--- src/rtl/job_arb_pkg.sv ---
// rtl/job_arb_pkg.sv - shared types, defaults and helpers for the job arbiter.
package job_arb_pkg;

    localparam int N_REQ_DEF = 4;
    localparam int TO_W_DEF  = 8;

    typedef enum logic [1:0] {
        ST_IDLE   = 2'd0,
        ST_LAUNCH = 2'd1,
        ST_WAIT   = 2'd2,
        ST_FIN    = 2'd3
    } state_t;

    // Next round-robin position after idx, wrapping at n.
    function automatic int unsigned wrap_inc(input int unsigned idx, input int unsigned n);
        return (idx + 1 >= n) ? 0 : idx + 1;
    endfunction

endpackage

--- src/rtl/job_arbiter_if.sv ---
// rtl/job_arbiter_if.sv - requester and engine handshake bundle for the job arbiter.
interface job_arbiter_if
    import job_arb_pkg::*;
#(
    parameter int N_REQ = N_REQ_DEF,
    parameter int TO_W  = TO_W_DEF
) ();

    logic [N_REQ-1:0] req;
    logic [N_REQ-1:0] grant;
    logic [N_REQ-1:0] done;
    logic             err;
    logic             busy;
    logic             eng_start;
    logic             eng_busy;
    logic             eng_done;
    logic             eng_abort;
    logic [TO_W-1:0]  timeout_cfg;

    modport master (
        input  req, eng_busy, eng_done, timeout_cfg,
        output grant, done, err, busy, eng_start, eng_abort
    );

    modport slave (
        output req, eng_busy, eng_done, timeout_cfg,
        input  grant, done, err, busy, eng_start, eng_abort
    );

endinterface

--- src/rtl/job_arbiter_rr_pick.sv ---
// rtl/job_arbiter_rr_pick.sv - combinational round-robin picker: first request at/after ptr.
module rr_pick #(
    parameter int N_REQ = 4,
    parameter int PW    = 2
) (
    input  logic [N_REQ-1:0] i_req,
    input  logic [PW-1:0]    i_ptr,
    output logic [N_REQ-1:0] o_onehot,
    output logic             o_valid,
    output logic [PW-1:0]    o_index
);

    always_comb begin : pick
        int unsigned pos;
        pos      = 0;
        o_onehot = '0;
        o_valid  = 1'b0;
        o_index  = '0;
        for (int unsigned i = 0; i < N_REQ; i++) begin
            pos = 32'(i_ptr) + i;
            if (pos >= N_REQ) pos = pos - N_REQ;
            if (!o_valid && i_req[pos[PW-1:0]]) begin
                o_valid               = 1'b1;
                o_index               = pos[PW-1:0];
                o_onehot[pos[PW-1:0]] = 1'b1;
            end
        end
    end

endmodule

--- src/rtl/job_arbiter.sv ---
// rtl/job_arbiter.sv - round-robin sharing of one start/done job engine among N_REQ clients.
// Optional watchdog abort is built when JOB_TIMEOUT_EN is defined.
module job_arbiter
    import job_arb_pkg::*;
#(
    parameter int N_REQ = N_REQ_DEF,
    parameter int TO_W  = TO_W_DEF
) (
    input  logic          clk,
    input  logic          rst_n,
    job_arbiter_if.master bus
);

    localparam int PW = (N_REQ > 1) ? $clog2(N_REQ) : 1;

    state_t           r_state, w_state_nxt;
    logic [N_REQ-1:0] r_grant, w_grant_nxt;
    logic [N_REQ-1:0] r_done,  w_done_nxt;
    logic             r_start, w_start_nxt;
    logic             r_err,   w_err_nxt;
    logic             r_abort, w_abort_nxt;
    logic [PW-1:0]    r_ptr,   w_ptr_nxt;
    logic [PW-1:0]    r_owner, w_owner_nxt;

    logic [N_REQ-1:0] w_pick_oh;
    logic             w_pick_valid;
    logic [PW-1:0]    w_pick_idx;
    logic             w_terminal;
    logic             w_unused;

    rr_pick #(.N_REQ(N_REQ), .PW(PW)) u_pick (
        .i_req    (bus.req),
        .i_ptr    (r_ptr),
        .o_onehot (w_pick_oh),
        .o_valid  (w_pick_valid),
        .o_index  (w_pick_idx)
    );

`ifdef JOB_TIMEOUT_EN
    logic [TO_W-1:0] r_wdog;

    // Counts WAIT cycles and sticks at all-ones so a long job can never alias a small limit.
    always_ff @(posedge clk or negedge rst_n) begin
        if (!rst_n) begin
            r_wdog <= '0;
        end else if (r_state == ST_LAUNCH) begin
            r_wdog <= '0;
        end else if (r_state == ST_WAIT && r_wdog != '1) begin
            r_wdog <= r_wdog + 1'b1;
        end
    end

    assign w_terminal = (bus.timeout_cfg != '0) && (r_wdog == bus.timeout_cfg - 1'b1);
`else
    assign w_terminal = 1'b0;
`endif

    always_comb begin
        w_state_nxt = r_state;
        w_grant_nxt = r_grant;
        w_done_nxt  = '0;
        w_start_nxt = 1'b0;
        w_err_nxt   = 1'b0;
        w_abort_nxt = 1'b0;
        w_ptr_nxt   = r_ptr;
        w_owner_nxt = r_owner;
        case (r_state)
            ST_IDLE: begin
                if (w_pick_valid) begin
                    w_grant_nxt = w_pick_oh;
                    w_owner_nxt = w_pick_idx;
                    w_start_nxt = 1'b1;
                    w_state_nxt = ST_LAUNCH;
                end
            end
            ST_LAUNCH: w_state_nxt = ST_WAIT;
            ST_WAIT: begin
                // A real completion beats a watchdog expiry in the same cycle.
                if (bus.eng_done) begin
                    w_done_nxt  = r_grant;
                    w_state_nxt = ST_FIN;
                end else if (w_terminal) begin
                    w_done_nxt  = r_grant;
                    w_err_nxt   = 1'b1;
                    w_abort_nxt = 1'b1;
                    w_state_nxt = ST_FIN;
                end
            end
            ST_FIN: begin
                w_grant_nxt = '0;
                w_ptr_nxt   = PW'(wrap_inc(32'(r_owner), 32'(N_REQ)));
                w_state_nxt = ST_IDLE;
            end
            default: w_state_nxt = ST_IDLE;
        endcase
    end

    always_ff @(posedge clk or negedge rst_n) begin
        if (!rst_n) begin
            r_state <= ST_IDLE;
            r_grant <= '0;
            r_done  <= '0;
            r_start <= 1'b0;
            r_err   <= 1'b0;
            r_abort <= 1'b0;
            r_ptr   <= '0;
            r_owner <= '0;
        end else begin
            r_state <= w_state_nxt;
            r_grant <= w_grant_nxt;
            r_done  <= w_done_nxt;
            r_start <= w_start_nxt;
            r_err   <= w_err_nxt;
            r_abort <= w_abort_nxt;
            r_ptr   <= w_ptr_nxt;
            r_owner <= w_owner_nxt;
        end
    end

    assign bus.grant     = r_grant;
    assign bus.done      = r_done;
    assign bus.err       = r_err;
    assign bus.eng_abort = r_abort;
    assign bus.eng_start = r_start;
    assign bus.busy      = (r_state != ST_IDLE);

    // Engine busy is status only; timeout_cfg is idle when the watchdog is not built.
    assign w_unused = &{1'b0, bus.eng_busy, bus.timeout_cfg};

endmodule

--- src/flat_wrapper.sv ---
// flat-port wrapper written by rule: the top's interface ports become plain ports
module job_arbiter_flat import job_arb_pkg::*;
#(
    parameter int N_REQ = N_REQ_DEF,
    parameter int TO_W  = TO_W_DEF
)
  (clk, rst_n, bus_req, bus_eng_busy, bus_eng_done, bus_timeout_cfg, bus_grant, bus_done, bus_err, bus_busy, bus_eng_start, bus_eng_abort);
  job_arbiter_if #(.N_REQ(N_REQ), .TO_W(TO_W)) bus_i ();
  input  logic clk;
  input  logic rst_n;
  input wire logic [$bits(bus_i.req)-1:0] bus_req;
  input wire logic [$bits(bus_i.eng_busy)-1:0] bus_eng_busy;
  input wire logic [$bits(bus_i.eng_done)-1:0] bus_eng_done;
  input wire logic [$bits(bus_i.timeout_cfg)-1:0] bus_timeout_cfg;
  output wire logic [$bits(bus_i.grant)-1:0] bus_grant;
  output wire logic [$bits(bus_i.done)-1:0] bus_done;
  output wire logic [$bits(bus_i.err)-1:0] bus_err;
  output wire logic [$bits(bus_i.busy)-1:0] bus_busy;
  output wire logic [$bits(bus_i.eng_start)-1:0] bus_eng_start;
  output wire logic [$bits(bus_i.eng_abort)-1:0] bus_eng_abort;
  assign bus_i.req = bus_req;
  assign bus_i.eng_busy = bus_eng_busy;
  assign bus_i.eng_done = bus_eng_done;
  assign bus_i.timeout_cfg = bus_timeout_cfg;
  assign bus_grant = bus_i.grant;
  assign bus_done = bus_i.done;
  assign bus_err = bus_i.err;
  assign bus_busy = bus_i.busy;
  assign bus_eng_start = bus_i.eng_start;
  assign bus_eng_abort = bus_i.eng_abort;
  job_arbiter #(.N_REQ(N_REQ), .TO_W(TO_W)) u_core (.clk(clk), .rst_n(rst_n), .bus(bus_i));
endmodule
--- config.mk ---
export PLATFORM = sky130hd
export DESIGN_NAME = job_arbiter_flat
export DESIGN_NICKNAME = d
export VERILOG_FILES = /design/src/rtl/job_arb_pkg.sv /design/src/rtl/job_arbiter_if.sv /design/src/rtl/job_arbiter_rr_pick.sv /design/src/rtl/job_arbiter.sv /design/src/flat_wrapper.sv
export SDC_FILE = /design/constraint.sdc
export NUM_CORES = 1
export LEC_CHECK = 0
export ABC_AREA = 1
export CAP_MARGIN = 20
export CORE_MARGIN = 10
export CORE_UTILIZATION = 40
export DETAILED_ROUTE_END_ITERATION = 7
export HOLD_SLACK_MARGIN = 0.1
export PLACE_DENSITY = 0.81
export RECOVER_POWER = 100
export SYNTH_ARGS = -nofsm -noshare
export SYNTH_HDL_FRONTEND = slang
export SYNTH_SLANG_ARGS = --single-unit
--- constraint.sdc ---
create_clock -name clk -period 1.7 [get_ports clk]
set_input_delay 0.51 -clock clk [delete_from_list [all_inputs] [get_ports clk]]
set_output_delay 0.51 -clock clk [all_outputs]
set_load 0.01 [all_outputs]
# Word-level counts from Yosys, hierarchy flattened
# Cells that the tools add are included.
# totals
register_bits,15
in_bits,16
out_inout_bits,12
word_cells,93
# classes
add_sub_neg,8
order_cmp,13
eq_ne,5
mux,42
n_bitwise,3
n_reduce_logical,16
# op_table
op,count
$mux 4,7
$mux 2,11
$mux 1,14
$ge 3x3->1 const B,4
$lt 2x3->1 const B,4
$or 4x4->4,3
$bmux 1 s2,4
$demux 1 s2,4
$ge 2x1->1 const B,4
$pmux 2 s4,1
$pmux 4 s2,1
$sub 2x1->2 const B,4
$logic_and 1x1->1,7
$add 2x1->3 const B,2
$add 2x2->3 const B,2
$reduce_and 2->1,3
$eq 2x2->1 const B,2
$ne 2x2->1 const B,2
$reduce_bool 2->1,2
$ge 2x3->1 const B,1
$logic_not 1->1,3
$eq 2x1->1 const B,1
$logic_not 2->1,1

# Logic depth before layout (Yosys ltp)
# Gate-level depths: netlist of the first run.
# logic_depth
depth_word,16
mapped_depth,12
mapped_depth_nobuf,12

# By module
# A second synthesis of the first run with hierarchy kept.
# hier_totals
cells_unflattened,152
area_unflattened_um2,1131.1
# by_module_without_submodules
mod,n_inst,cells_each,area_per_inst_um2,seq_area_each_um2
job_arbiter,1,78,690.7,375.4
rr_pick,1,74,440.4,0.0

# Worst setup path before layout of the first run
# Ideal clock, no wire load.
# synth_timing
path_kind,register -> register
start,register u_core.r_ptr[1]
end,register u_core.r_grant[0] (netlist: u_core.bus.grant[0])
t_arrival_ns,1.729
required_time_ns,1.583
slack_ns,-0.146
path_stages_with_launch,12
synth_period_minus_slack_ns,1.846
path_cell_list,dfrtp_1 inv_1 ha_1 inv_1 nand2_1 nand2_2 nor2_8 nand3_4 nand2_4 nor2_4 nand2_1 nand2_1
# synth_via
elab_chain_cells,16
# synth_rtl
item,line_no,source
from (decl),job_arbiter.sv:22,"logic [PW-1:0] r_ptr, w_ptr_nxt;"
from (signal assigned),job_arbiter.sv:115,r_ptr <= w_ptr_nxt;
branches (longest 16 deep; another with $add 2x1->3),-,
to (signal assigned),job_arbiter.sv:110,r_grant <= w_grant_nxt;
to (decl),job_arbiter.sv:17,"logic [N_REQ-1:0] r_grant, w_grant_nxt;"
# Parallel ways; which one is timed is not known. The select of a mux whose other input is x is not followed.
# A chain may end at the register's enable or synchronous reset.

# Worst setup path after layout of the first run
# layout_timing
start,input bus_req[1]
end,register u_core.r_grant[3] (netlist: u_core.bus.grant[3])
# layout_via
elab_chain_cells,14
# layout_rtl
item,line_no,source
from (decl),flat_wrapper.sv:11,input wire logic [$bits(bus_i.req)-1:0] bus_req;
$bmux 1 s2,job_arbiter_rr_pick.sv:22,if (!o_valid && i_req[pos[PW-1:0]]) begin
$mux 1 (implied by the code),job_arbiter_rr_pick.sv:22,
$mux 1,job_arbiter_rr_pick.sv:22,
$logic_not 1->1,job_arbiter_rr_pick.sv:22,
$logic_and 1x1->1,job_arbiter_rr_pick.sv:22,
$mux 1,job_arbiter_rr_pick.sv:22,
$logic_not 1->1,job_arbiter_rr_pick.sv:22,
$logic_and 1x1->1,job_arbiter_rr_pick.sv:22,
$mux 1,job_arbiter_rr_pick.sv:22,
$logic_not 1->1,job_arbiter_rr_pick.sv:22,
$logic_and 1x1->1,job_arbiter_rr_pick.sv:22,
$mux 4 / $mux 1 (equally long branches),job_arbiter_rr_pick.sv:22,
$mux 4 / $ne 2x2->1 (equally long branches),-,
$pmux 4 s2 / $reduce_and 2->1 (equally long branches),-,
# Several ways; a longest one is shown, not always the timed one. The select of a mux whose other input is x is not followed.

==> results of run 1 <==
-- cells by family after synthesis --
family	after synthesis	share of synthesized area [%]
buffers and inverters	21	7.30
AO/OA/AOI/OAI	11	5.35
adder cells (fa/ha/maj)	12	12.3
AND/OR/NAND/NOR	95	43.8
flip-flops	15	30.9
other	1	0.308
-- per-stage QoR --
stage               setup TNS [ns]  area (um2)  setup WS [ns]  std cells
floorplan                        0        1220        0.00137        156
global placement             -1.92        1530         -0.241        217
detailed placement           -2.17        1530         -0.274        217
CTS                              0        1560         0.0210        221
global route                -0.322        1610        -0.0687        223
finish                    -0.00213        1610       -0.00213        223
-- worst paths after layout --
kind	depth (start not counted)	slack, ns	endpoint	start
max	10	-0.002	u_core.bus.grant[3]	bus_req[1]
min	2	0.52	u_core.r_owner[1]	u_core.r_owner[1]
max reg2reg	11	0.10	u_core.bus.grant[3]	u_core.r_ptr[0]
min reg2reg	2	0.52	u_core.r_owner[1]	u_core.r_owner[1]
max in group asynchronous	2	0.35	u_core.r_ptr[0]	rst_n
min in group asynchronous	2	0.81	u_core.bus.grant[2]	rst_n
-- per-layer routing --
metal  part of all wire [%]  vias to the layer above
met2                     49                       22
met4                    2.1                        0
met1                     44                      530
met5                      0                        -
li1                       -                      569
met3                    5.0                        9
-- placed cells by master (no fill, tap or decap), types with 5 or more instances in the layout --
cell	count
nand2_1	35
nand3_1	23
buf_4	14
dfrtp_1	13
inv_1	12
nand2_2	11
ha_1	10
nor2_1	8
inv_2	6
nand4_1	5
-- power by group through the flow --
stage / combinational [mW] / sequential [mW] / clock, mW
final: 2.52 / 0.560 / 0.209
after global routing: 2.80 / 0.576 / 0.226
after global placement: 2.25 / 0.560 / 0
after detailed placement: 2.31 / 0.567 / 0
after floorplan: 1.47 / 0.617 / 0
after CTS: 2.33 / 0.561 / 0.210
-- worst reg2reg max path, stage by stage (launching register included) --
cell and delay (ns):
dfrtp_2 0.44, inv_4 0.07, buf_6 0.15, nand2_1 0.08, nand3_1 0.09, nand2_2 0.10, buf_4 0.16, buf_4 0.13
nand4_1 0.08, nand3_1 0.08, nand2_1 0.08, nand2_1 0.05
-- cell type report --
class                   instances  area, um2  area share [%]
multi-input cells             120        810            50.3
flip-flops and latches         15        378            23.5
repair buffers                 34        283            17.6
inverters                      19       73.8            4.58
well taps                      31       38.8            2.41
clock buffers                   3       22.5            1.40
clock inverters                 1       5.00           0.311
-- registers in the layout (all words and copies together) (netlist names) --
register / count
u_core.bus.done: 4
u_core.r_ptr: 2
u_core.r_state: 2
u_core.bus.eng_start: 1
u_core.r_owner: 2
u_core.bus.grant: 4
-- timing repair --
action | in CTS | in global routing
setup endpoints to repair | 12 | 12
buffers inserted | 0 | 2
pin swaps | 0 | 1
gates resized for setup | 12 | 18
==> results by group, run 1 <==
Yosys
  – Yosys top cell by area: dfrtp_1
  – #FFs+latches synth: 15
  – Async SR Flop Fraction: 100%
  – Most used DFF post-synth: dfrtp_1
  – Cell area after synthesis: 0.00122 mm2
  – Synth area leaders: dfrtp_1, nand2_1, ha_1, nand3_1, inv_1
  – Synth cell count leaders: nand2_1, nand3_1, dfrtp_1, inv_1, ha_1
  – Seq/Total Area, Yosys: 30.9%
  – Yosys warns: 0
  – Number of flops mapped to enable cells by yosys: 0
  – Top-count cell post-synth: nand2_1
  – Distinct cells, synth: 23
  – Area fraction of the dominant cell type after synthesis: 30.9%
  – Syn Inst Count: 155
  – Syn Area/Cell: 7.85 um2

Clock network
  – Clock slew at reported path FFs: 0.09 ns
  – H-tree depth: 1
  – Clk Latency, worst-skew pair: 0.29 ns
  – Clock Path Buffers: 2
  – CTS buffer count: 3
  – CTS tree: done
  – Hold Buf Count CTS: 0
  – Clk sinks: 15
  – Root buffer cell: clkbuf_4

Power and ir drop
  – P_sw: 1.69 mW
  – Total Power: 3.29 mW
  – Logic pwr share: 76.6%
  – PwrDens: 2040 mW/mm2
  – Clock power frac: 6.4%
  – P_int: 1.60 mW
  – Leak pwr: 0.837 nW
  – VDD IR max: 904 uV
  – Switching share of power: 51.4%
  – Sequential share of power: 17.0%

Floorplanning
  – I/O Pins: 28
  – Die height: 75.1 um
  – Die area: 0.00565 mm2
  – Initial Util: 43.0%
  – Die X: 75.1 um
  – Core area: 0.00283 mm2
  – Num rows: 19

Timing
  – Rel. slew slack: 47.3%
  – Slew Limit Fails: 0
  – Final period util: 100%
  – Worst Clk Skew: 0.00338 ns
  – Worst Tran Pin Value: 0.791 ns
  – Hold Slack: 0.520 ns
  – Post-route setup slack: -0.00213 ns
  – Final setup vio count: 1
  – Fmax: 587 MHz
  – Shortest period the worst path allows: 1.70 ns
  – Fin. Hold Viols: 0

Routing
  – DR iter-0 viols: 55
  – DR DRC count: 0
  – Vias per cell: 5.07
  – Routed len/inst: 12.8 um
  – ANT nets after route: 0
  – Total number of vias: 1,130
  – First-pass iteration count of the detailed router: 4
  – Routed Wire Length: 2860 um

Setup path
  – CP Capture Type: flop
  – CP Cell Sequence: clkdlybuf4s50_1, nand2_2, nand3_1, nand2_2, buf_4, buf_4, nand4_1, nand3_1, nand2_1, nand2_1
  – Critical path fanouts, max: 4
  – CP required: 1.89 ns
  – Critical-path top delay cell: clkdlybuf4s50_1
  – Crit path max-delay family: buffers and inverters
  – Nature of the critical path startpoint: primary input
  – Kind of critical path: in2reg
  – Crit-path max cell delay: 0.53 ns
  – Buffers & Inverters on Critical Path: 3
  – CP arrival: 1.90 ns

Final layout
  – Layout cells sized above 1: 29.2%
  – Final nets: 221
  – Area grow syn2layout: 32.4%
  – Util after Layout: 56.9%
  – Fill count: 242
  – ANT cells: 0

GRT
  – Met1 usage: 11.3%
  – Gr busiest metal: met2
  – GRT met2 Usage: 18.9%
  – First-pass GRT wire length: 4640 um
  – Vias in the first global route: 1,113
  – Total grt overflow: 0
  – Pin count of the biggest net entering global routing: 16
  – Met3 usage: 3.15%
  – Gr usage total: 10.4%
  – Initial antenna violation count: 0

Status
  – Failing checks: negative setup slack
  – Status: finished, violations left

Hold path
  – Worst hold-check path type: reg2reg

Place
  – HPWL Detailed: 2180 um
  – I/O Buffers: 16
  – Final GP Congestion: 0.839

Flow run
  – Max-cap viol count: 0
Power figures use the tool's default switching activity.
==> inputs of run 2 (changes only) <==
--- a/config.mk
+++ b/config.mk
@@ -9,6 +9,8 @@
 export CAP_MARGIN = 20
 export CORE_MARGIN = 10
 export CORE_UTILIZATION = 40
+export CTS_BUF_LIST = sky130_fd_sc_hd__clkbuf_4 sky130_fd_sc_hd__clkbuf_8
+export CTS_CLUSTER_SIZE = 20
 export DETAILED_ROUTE_END_ITERATION = 7
 export HOLD_SLACK_MARGIN = 0.1
 export PLACE_DENSITY = 0.81
==> results of run 2 <==
No change in the layout: final DEF, timing and power equal those of run 1.
